## src/rtl/acf_normalise_sequencer_pkg.sv

```systemverilog
// -----------------------------------------------------------------------------
// acf_pkg
// Shared constants and types for the ACF normalisation sequencer.
//   LAGS        highest lag index (LAGS+1 coefficients per block)
//   ACF_W       width of the signed integer autocorrelation sums
//   CONV_DELAY  int-to-float converter latency in enabled cycles
//   DIV_DELAY   fp divider latency in enabled cycles
//   FP_ONE      IEEE single 1.0
// -----------------------------------------------------------------------------
package acf_pkg;

   localparam int LAGS       = 12;
   localparam int ACF_W      = 43;
   localparam int CONV_DELAY = 7;
   localparam int DIV_DELAY  = 14;

   localparam logic [31:0] FP_ONE = 32'h3F80_0000;

   // Tag line depth: read cycle -> cycle the divider result is on iDivResult.
   localparam int TAG_DEPTH = CONV_DELAY + DIV_DELAY + 2;

   typedef logic [3:0] lag_idx_t;

   localparam lag_idx_t LAST_IDX = lag_idx_t'(LAGS);

   typedef enum logic [1:0] {
      S_IDLE = 2'd0,
      S_RUN  = 2'd1,
      S_DONE = 2'd2
   } seq_state_t;

   // Tag travelling alongside each sample through converter and divider.
   typedef struct packed {
      logic     valid;
      lag_idx_t index;
      logic     zero;
   } acf_tag_t;

   // Sign-extend a raw ACF sum to the 64-bit converter input.
   function automatic logic [63:0] sext_acf(input logic [ACF_W-1:0] v);
      return {{(64 - ACF_W){v[ACF_W-1]}}, v};
   endfunction

endpackage

```

## src/rtl/acf_normalise_sequencer_if.sv

```systemverilog
// -----------------------------------------------------------------------------
// acf_normalise_sequencer_if
// Control handshake and coefficient stream of the ACF normalisation sequencer.
//   iStart       request normalisation of the current sums (pulse)
//   oBusy        sequence in progress
//   oDone        one-cycle pulse after the last coefficient
//   oOverrun     one-cycle pulse: iStart rejected while busy
//   oCoeffValid  oCoeff/oCoeffIndex valid this cycle
//   oCoeffIndex  lag index k of oCoeff
//   oCoeff       ACF[k]/ACF[0], IEEE single
// master: the sequencer; slave: the block that starts it and takes the stream.
// -----------------------------------------------------------------------------
interface acf_normalise_sequencer_if;
   import acf_pkg::*;

   logic        iStart;
   logic        oBusy;
   logic        oDone;
   logic        oOverrun;
   logic        oCoeffValid;
   lag_idx_t    oCoeffIndex;
   logic [31:0] oCoeff;

   modport master (
      input  iStart,
      output oBusy, oDone, oOverrun, oCoeffValid, oCoeffIndex, oCoeff
   );

   modport slave (
      output iStart,
      input  oBusy, oDone, oOverrun, oCoeffValid, oCoeffIndex, oCoeff
   );

endinterface

```

## src/rtl/acf_normalise_sequencer_tag_delay.sv

```systemverilog
// -----------------------------------------------------------------------------
// acf_tag_delay
// Fixed-depth shift register carrying {valid, index, zero} tags in lock-step
// with the never-stalling converter/divider pipeline.
//   iClock       clock
//   iReset       synchronous active-high reset, clears every stage
//   tag_i        tag entering this cycle
//   tag_o        tag after DEPTH cycles
//   tap_valid_o  valid bit after TAP+1 cycles
//   tap_index_o  index after TAP+1 cycles
// -----------------------------------------------------------------------------
module acf_tag_delay
   import acf_pkg::*;
#(
   parameter int DEPTH = TAG_DEPTH,
   parameter int TAP   = 0
) (
   input  logic     iClock,
   input  logic     iReset,
   input  acf_tag_t tag_i,
   output acf_tag_t tag_o,
   output logic     tap_valid_o,
   output lag_idx_t tap_index_o
);

   acf_tag_t pipe_q [DEPTH];

   // NOTE: this array is deliberately reset: a surviving valid tag would emit a
   // stale coefficient after an abort. Plain storage arrays are not reset.
   always_ff @(posedge iClock) begin
      if (iReset) begin
         for (int i = 0; i < DEPTH; i++) pipe_q[i] <= '0;
      end else begin
         pipe_q[0] <= tag_i;
         for (int i = 1; i < DEPTH; i++) pipe_q[i] <= pipe_q[i-1];
      end
   end

   assign tag_o       = pipe_q[DEPTH-1];
   assign tap_valid_o = pipe_q[TAP].valid;
   assign tap_index_o = pipe_q[TAP].index;

endmodule

```

## src/rtl/acf_normalise_sequencer.sv

```systemverilog
// -----------------------------------------------------------------------------
// acf_normalise_sequencer
// Normalises one block of integer autocorrelation sums into IEEE single
// coefficients ACF[k]/ACF[0], k = 0..LAGS, time-sharing one int-to-float
// converter and one fp divider, and streams them out indexed by k.
//   iClock        clock
//   iReset        synchronous active-high reset, aborts a running block
//   ctrl          start/busy/done/overrun and coefficient stream (master)
//   oACFAddr      index of the integer sum being read
//   iACFData      signed sum at oACFAddr, combinational read
//   oConvEn       converter clk_en
//   oConvData     converter input, sign-extended sum
//   iConvResult   converter output
//   oDivEn        divider clk_en
//   oNumerator    divider dataa
//   oDenominator  divider datab (converted ACF[0], held for the block)
//   iDivResult    divider output
// Timing from the accepting cycle T: read k at T+1+k, converter input at
// T+2+k, divider inputs at T+3+k+CONV_DELAY, coefficient at
// T+4+k+CONV_DELAY+DIV_DELAY, oDone one cycle after the last coefficient.
// -----------------------------------------------------------------------------
module acf_normalise_sequencer
   import acf_pkg::*;
(
   input  logic                        iClock,
   input  logic                        iReset,
   acf_normalise_sequencer_if.master   ctrl,
   output lag_idx_t                    oACFAddr,
   input  logic [ACF_W-1:0]            iACFData,
   output logic                        oConvEn,
   output logic [63:0]                 oConvData,
   input  logic [31:0]                 iConvResult,
   output logic                        oDivEn,
   output logic [31:0]                 oNumerator,
   output logic [31:0]                 oDenominator,
   input  logic [31:0]                 iDivResult
);

   seq_state_t  state_q, state_d;
   logic        rd_act_q, rd_act_d;
   lag_idx_t    rd_addr_q, rd_addr_d;
   logic        zero_q, zero_d;

   logic [63:0] conv_data_q;
   logic [31:0] num_q;
   logic [31:0] den_q;
   logic        coeff_valid_q;
   lag_idx_t    coeff_idx_q;
   logic [31:0] coeff_q;

   logic        acf_zero;
   logic        tag_zero;
   acf_tag_t    tag_in;
   acf_tag_t    tag_out;
   logic        div_load;
   lag_idx_t    div_index;

   assign acf_zero = (iACFData == '0);

   // ACF[0] is judged live during its own read; later lags use the latched flag.
   assign tag_zero = (rd_addr_q == '0) ? acf_zero : zero_q;
   assign tag_in   = '{valid: rd_act_q, index: rd_addr_q, zero: tag_zero};

   // Tap at CONV_DELAY: tag for k is there exactly when iConvResult holds k.
   acf_tag_delay #(
      .DEPTH (TAG_DEPTH),
      .TAP   (CONV_DELAY)
   ) u_tag_delay (
      .iClock      (iClock),
      .iReset      (iReset),
      .tag_i       (tag_in),
      .tag_o       (tag_out),
      .tap_valid_o (div_load),
      .tap_index_o (div_index)
   );

   // NOTE: every variable driven here gets a default first, so no path through
   // the case leaves it unassigned and no latch is inferred.
   always_comb begin
      state_d   = state_q;
      rd_act_d  = rd_act_q;
      rd_addr_d = rd_addr_q;
      zero_d    = zero_q;

      case (state_q)
         S_IDLE: begin
            if (ctrl.iStart) begin
               state_d   = S_RUN;
               rd_act_d  = 1'b1;
               rd_addr_d = '0;
               zero_d    = 1'b0;
            end
         end
         S_RUN: begin
            if (coeff_valid_q && (coeff_idx_q == LAST_IDX)) state_d = S_DONE;
         end
         S_DONE:  state_d = S_IDLE;
         default: state_d = S_IDLE;
      endcase

      // Read window: one address per cycle, 0..LAGS, then stop.
      if (rd_act_q) begin
         if (rd_addr_q == LAST_IDX) begin
            rd_act_d  = 1'b0;
            rd_addr_d = '0;
         end else begin
            rd_addr_d = rd_addr_q + lag_idx_t'(1);
         end
         if (rd_addr_q == '0) zero_d = acf_zero;
      end
   end

   // NOTE: sequential state uses non-blocking assignments only, so every
   // register samples the pre-edge value of every other register.
   always_ff @(posedge iClock) begin
      if (iReset) begin
         state_q       <= S_IDLE;
         rd_act_q      <= 1'b0;
         rd_addr_q     <= '0;
         zero_q        <= 1'b0;
         conv_data_q   <= '0;
         num_q         <= '0;
         den_q         <= FP_ONE;
         coeff_valid_q <= 1'b0;
         coeff_idx_q   <= '0;
         coeff_q       <= '0;
      end else begin
         state_q   <= state_d;
         rd_act_q  <= rd_act_d;
         rd_addr_q <= rd_addr_d;
         zero_q    <= zero_d;

         if (rd_act_q) conv_data_q <= sext_acf(iACFData);

         // Lag 0 loads both operands; the denominator then holds for the block.
         if (div_load) begin
            num_q <= iConvResult;
            if (div_index == '0) den_q <= iConvResult;
         end

         // Index/value hold while no coefficient is being emitted.
         coeff_valid_q <= tag_out.valid;
         if (tag_out.valid) begin
            coeff_idx_q <= tag_out.index;
            if (tag_out.zero) begin
               // Zero ACF[0]: never pass the divider's NaN/Inf through.
               coeff_q <= (tag_out.index == '0) ? FP_ONE : 32'h0000_0000;
            end else begin
               coeff_q <= iDivResult;
            end
         end
      end
   end

   assign oACFAddr     = rd_act_q ? rd_addr_q : '0;
   assign oConvEn      = (state_q != S_IDLE);
   assign oDivEn       = (state_q != S_IDLE);
   assign oConvData    = conv_data_q;
   assign oNumerator   = num_q;
   assign oDenominator = den_q;

   assign ctrl.oBusy       = (state_q != S_IDLE);
   assign ctrl.oDone       = (state_q == S_DONE);
   assign ctrl.oOverrun    = ctrl.iStart && (state_q != S_IDLE);
   assign ctrl.oCoeffValid = coeff_valid_q;
   assign ctrl.oCoeffIndex = coeff_idx_q;
   assign ctrl.oCoeff      = coeff_q;

endmodule

```

## src/flat_wrapper.sv

```systemverilog
// flat-port wrapper written by rule: the top's interface ports become plain ports
module acf_normalise_sequencer_flat import acf_pkg::*;
  (iClock, iReset, oACFAddr, iACFData, oConvEn, oConvData, iConvResult, oDivEn, oNumerator, oDenominator, iDivResult, ctrl_iStart, ctrl_oBusy, ctrl_oDone, ctrl_oOverrun, ctrl_oCoeffValid, ctrl_oCoeffIndex, ctrl_oCoeff);
  acf_normalise_sequencer_if ctrl_i ();
  input  logic iClock;
  input  logic iReset;
  output lag_idx_t oACFAddr;
  input  logic [ACF_W-1:0] iACFData;
  output logic oConvEn;
  output logic [63:0] oConvData;
  input  logic [31:0] iConvResult;
  output logic oDivEn;
  output logic [31:0] oNumerator;
  output logic [31:0] oDenominator;
  input  logic [31:0] iDivResult;
  input wire logic [$bits(ctrl_i.iStart)-1:0] ctrl_iStart;
  output wire logic [$bits(ctrl_i.oBusy)-1:0] ctrl_oBusy;
  output wire logic [$bits(ctrl_i.oDone)-1:0] ctrl_oDone;
  output wire logic [$bits(ctrl_i.oOverrun)-1:0] ctrl_oOverrun;
  output wire logic [$bits(ctrl_i.oCoeffValid)-1:0] ctrl_oCoeffValid;
  output wire logic [$bits(ctrl_i.oCoeffIndex)-1:0] ctrl_oCoeffIndex;
  output wire logic [$bits(ctrl_i.oCoeff)-1:0] ctrl_oCoeff;
  assign ctrl_i.iStart = ctrl_iStart;
  assign ctrl_oBusy = ctrl_i.oBusy;
  assign ctrl_oDone = ctrl_i.oDone;
  assign ctrl_oOverrun = ctrl_i.oOverrun;
  assign ctrl_oCoeffValid = ctrl_i.oCoeffValid;
  assign ctrl_oCoeffIndex = ctrl_i.oCoeffIndex;
  assign ctrl_oCoeff = ctrl_i.oCoeff;
  acf_normalise_sequencer u_core (.iClock(iClock), .iReset(iReset), .ctrl(ctrl_i), .oACFAddr(oACFAddr), .iACFData(iACFData), .oConvEn(oConvEn), .oConvData(oConvData), .iConvResult(iConvResult), .oDivEn(oDivEn), .oNumerator(oNumerator), .oDenominator(oDenominator), .iDivResult(iDivResult));
endmodule
```

## config.mk

```make
export PLATFORM = sky130hd
export DESIGN_NAME = acf_normalise_sequencer_flat
export DESIGN_NICKNAME = d
export VERILOG_FILES = /design/src/rtl/acf_normalise_sequencer_pkg.sv /design/src/rtl/acf_normalise_sequencer_if.sv /design/src/rtl/acf_normalise_sequencer_tag_delay.sv /design/src/rtl/acf_normalise_sequencer.sv /design/src/flat_wrapper.sv
export SDC_FILE = /design/constraint.sdc
export NUM_CORES = 1
export LEC_CHECK = 0
export BUFFER_PORTS_ARGS = -buffer_cell sky130_fd_sc_hd__buf_4
export CORE_MARGIN = 4
export CORE_UTILIZATION = 55
export CTS_BUF_LIST = sky130_fd_sc_hd__clkbuf_4 sky130_fd_sc_hd__clkbuf_8
export CTS_CLUSTER_DIAMETER = 60
export CTS_CLUSTER_SIZE = 14
export DETAILED_ROUTE_END_ITERATION = 8
export PLACE_DENSITY_LB_ADDON = 0.25
export SLEW_MARGIN = 20
export SYNTH_ARGS = -nofsm -noshare
export SYNTH_HDL_FRONTEND = slang
export SYNTH_SLANG_ARGS = --single-unit
```

## constraint.sdc

```tcl
create_clock -name iClock -period 2.4 [get_ports iClock]
set_input_delay 0.12 -clock iClock [delete_from_list [all_inputs] [get_ports iClock]]
set_output_delay 0.12 -clock iClock [all_outputs]
set_load 0.005 [all_outputs]
```

==> results.txt <==
* Worst R2R End: u_core.u_tag_delay.pipe_q[0][0]
* Overall routed net length: 23.8 mm
- Worst hold path depth: 2
* Root buf cell: sky130_fd_sc_hd__clkbuf_8
* Max_cap viols: 0
- Wire length of the first global-routing pass: 38.3 mm
* Top cells by count, synth: 290 x sky130_fd_sc_hd__dfxtp_1, 167 x sky130_fd_sc_hd__nor2b_1, 111 x sky130_fd_sc_hd__nor2_1
* Netlist Area Pre-Place: 9480 um^2
* Most common flop cell mapped by yosys: sky130_fd_sc_hd__dfxtp_1
- Crit path launch type: register
- The number of setup buffers added after CTS is 0.
* Mux cell area share after synthesis: approximately 8.3%
- Number of nets in the layout: 1384
- Weighted congestion reported at the end of routability-driven placement: about 0.85
* Per-cell via count in the routed design: 4.94
* Buffers and inverters on the worst path: 2
- Final routed wire length divided by cell count: around 16 um
* Post-CTS sizing: 0
- Rel. slew slack: between 50% and 60%
* Seq/Total Area, Yosys: 61.2%
* Compound-Gate Fraction of Synth Area: 4.33%
- The startpoint identified for the worst hold timing path is iReset.
* Net count of the mapped netlist: approximately 1000
- Cell row count: 47
- Data on the critical path is required at its endpoint by 2.28 ns.
- Sink count of the clock tree: 290
- The final-report hold violation count came to 0.
- The clock arrives with 0.0153 ns of skew.
* Leakage: 5.60 nW
* Logic depth of the worst register-to-register path: 6
- Family with the most delay on the worst path: buffers and inverters
* Synthesized area per cell: 10.3 um^2
- Counting stages on the worst path, the most repeated cell is sky130_fd_sc_hd__buf_4.
- At the worst endpoint, the arrival time is between 1.5 and 2 ns.
* Total Negative Setup Slacks: 0 ns
* Max Freq: 579 MHz
- Biggest cell delay along the critical path: 0.40 ns
- RSZ-0062 raised after global routing: no
- Clock-pin slew on the worst setup and hold paths: 0.08 ns
- Top cells by area, synth: sky130_fd_sc_hd__dfxtp_1 61%, sky130_fd_sc_hd__nor2b_1 11%, sky130_fd_sc_hd__mux2i_1 8.3%
- End of the worst hold path: u_core.u_tag_delay.pipe_q[22][3]
- Highest ir drop seen on vdd: 0.414 mV
* Count of port buffers added during placement: around 280
* Drt initial violations: approximately 270
- Of all nets on the critical path, the largest fanout is 29.
* Number of enable-type register cells in the synthesized netlist: 0
- Entering global routing, the biggest net connects 86 pins.
* Cell with the most instances after synthesis: sky130_fd_sc_hd__dfxtp_1
- The biggest area contributor in the post-synthesis netlist is sky130_fd_sc_hd__dfxtp_1.
- Clock buffer count from CTS: 24
* Remaining number of nets flagged by the antenna check after routing: 0
* Ys Warns: 0
* # setup viols final: 0
- Share of layout cells above drive strength 1: 26.5%
* Io pins: about 280
- Post-synthesis register bit count: 290
- Of the total synthesized cell area, the portion taken by full adders, half adders and majority gates is less than 1%.
- The first detailed-routing pass ran for 4 iterations.
- Of the total synthesized cell area, the portion taken by AND, OR, NAND and NOR gates is 21.4%.
- Proportion of netlist area held by the largest area contributor: between 60% and 70%
- The later pin in the worst-skew pair is clocked with a latency of 0.53 ns.
- The initial utilization of the core area, before any placement, comes to 56.6%.
- CTS Hold Buffers Added: 107
- Die Area: 19400 um^2
- P&R area growth vs syn: 37.4%
- Worst reg2reg setup slack: 0.79 ns
- Synth unique cells: 33
* Detailed placer's ending HPWL: around 15 mm
- For this run, the share of the core covered by cells in the final layout is 77.8%.
- Overflow after GRT: 0
* Min Clock Period, post-route: 1.73 ns
* Category of the critical setup timing path: reg -> out
- The initial antenna violation count came to 1.
- Post-route DRC violation count: 0
- In the synthesized netlist, the number of instances is 920.
* Bufs on Longest Clock Path: 3
* Worst-margin pin slew: ~0.7 ns
* X dimension of the die: 139 um
* H-tree level count: 1
- Pins Over Slew Limit: 0
* Clock tree from TritonCTS: built
* Outcome: complete, no violations
- Area of the placeable core: 16800 um^2
- Overall Global Routing Usage: 23.4%
- Pwr/cell area: 611 nW/um^2
* Die outline height: roughly 140 um
* Ratio of final minimum period to clock period: 72.0%
* Hold Path Class: in -> reg
* Cell with the largest stage delay on the worst path: sky130_fd_sc_hd__buf_4
- The worst setup path is captured at a primary output.
- Cell breakdown of the critical path: buf_4 > and2_1 > buf_4
- For this run, asynchronously set or reset flops after synthesis account for 0%.
- The startpoint identified for the worst register-to-register timing path is u_core.rd_addr_q[0].
- By area, the combinational part of the netlist is dominated by simple AND/OR/NAND/NOR gates.
- Of the total synthesized cell area, the portion taken by XOR and XNOR cells is 0%.
* Total number of vias: 7385
- The via count of the first global-routing pass came to 7482.
## worst register-to-register path, delay by kind of cell (launching register included)
family	cells	cell delay (ns)
simple gates	3	0.79
flops	1	0.35
fa+ha+maj	1	0.21
compound gates	1	0.11
buf+inv	1	0.09
## layout make-up
class,instances,area [um^2]
Antenna cell,1,2.50
Clock buffer,26,352
Clock inverter,1,5.00
Fill cell,1028,3730
Inverter,4,15.0
Multi-Input combinational cell,547,3260
Sequential cell,290,5810
Tap cell,220,275
Timing Repair Buffer,405,3310
## cell families after synthesis
group / after synthesis
compound gates: 77
buf+inv: 83
simple gates: 389
flops: 290
mux: 79
fa+ha+maj: 2
## state kept, by name (all words and copies together), names as in the netlist
register / cells
u_core.rd_act_q: 1
u_core.ctrl.oCoeff: 32
u_core.oDenominator: 32
u_core.ctrl.oCoeffIndex: 4
u_core.oConvData: 43
u_core.u_tag_delay.pipe_q: 138
u_core.zero_q: 1
u_core.oNumerator: 32
u_core.rd_addr_q: 4
u_core.ctrl.oCoeffValid: 1
u_core.state_q: 2
## routing by layer
metal / vias to the layer above / track usage (%) / routed length, um
li1: 3621 / - / -
met1: 3451 / 28.4 / 9680
met2: 257 / 40.7 / 11800
met3: 56 / 5.76 / 1630
met4: 0 / 7.98 / 712
met5: - / 0 / 0
## worst max path at each step
stage,from,endpoint,cells after the start
floorplan,u_core.rd_addr_q[0],u_core.u_tag_delay.pipe_q[0][0],6
global placement,u_core.rd_addr_q[0],u_core.u_tag_delay.pipe_q[0][0],6
detailed placement,u_core.rd_addr_q[0],u_core.u_tag_delay.pipe_q[0][0],6
CTS,u_core.rd_act_q,oACFAddr[1],3
global route,u_core.rd_act_q,oACFAddr[1],3
finish,u_core.rd_act_q,oACFAddr[1],3
## cell usage in the layout (no fill, tap or decap), drive strengths merged
master / count
nand2b: 3
ha: 2
inv: 4
o31ai: 1
a31oi: 1
nor3b: 2
a21oi: 58
and2: 5
clkinv: 1
dlygate4sd3: 107
or3: 1
nand3: 2
dfxtp: 290
nand4: 4
clkbuf: 27
nor2b: 167
nor4: 11
nand2: 68
nor3: 2
a211oi: 4
nor4b: 1
or2: 1
o21ai: 12
a22o: 1
diode: 1
nand3b: 8
buf: 297
and3: 3
mux2i: 79
nor2: 111
## through the flow
step	hold WS (ns)	instance area, um^2	power (mW)	worst slack, ns	std cells
floorplan	0.241	9480	5.25	1.02	920
global placement	0.340	11600	5.53	0.911	1359
detailed placement	0.347	11600	5.54	0.771	1359
CTS	0.0832	13000	8.02	0.643	1493
global route	0.0996	13000	8.27	0.591	1494
finish	0.112	13000	7.96	0.671	1494
## report_power, final
group	internal, mW	leakage [nW]	switching (mW)
registers	4.86	2.34	0.0388
clock network	0.952	0.188	1.42
logic	0.396	3.07	0.289
Power figures use the tool's default switching activity.
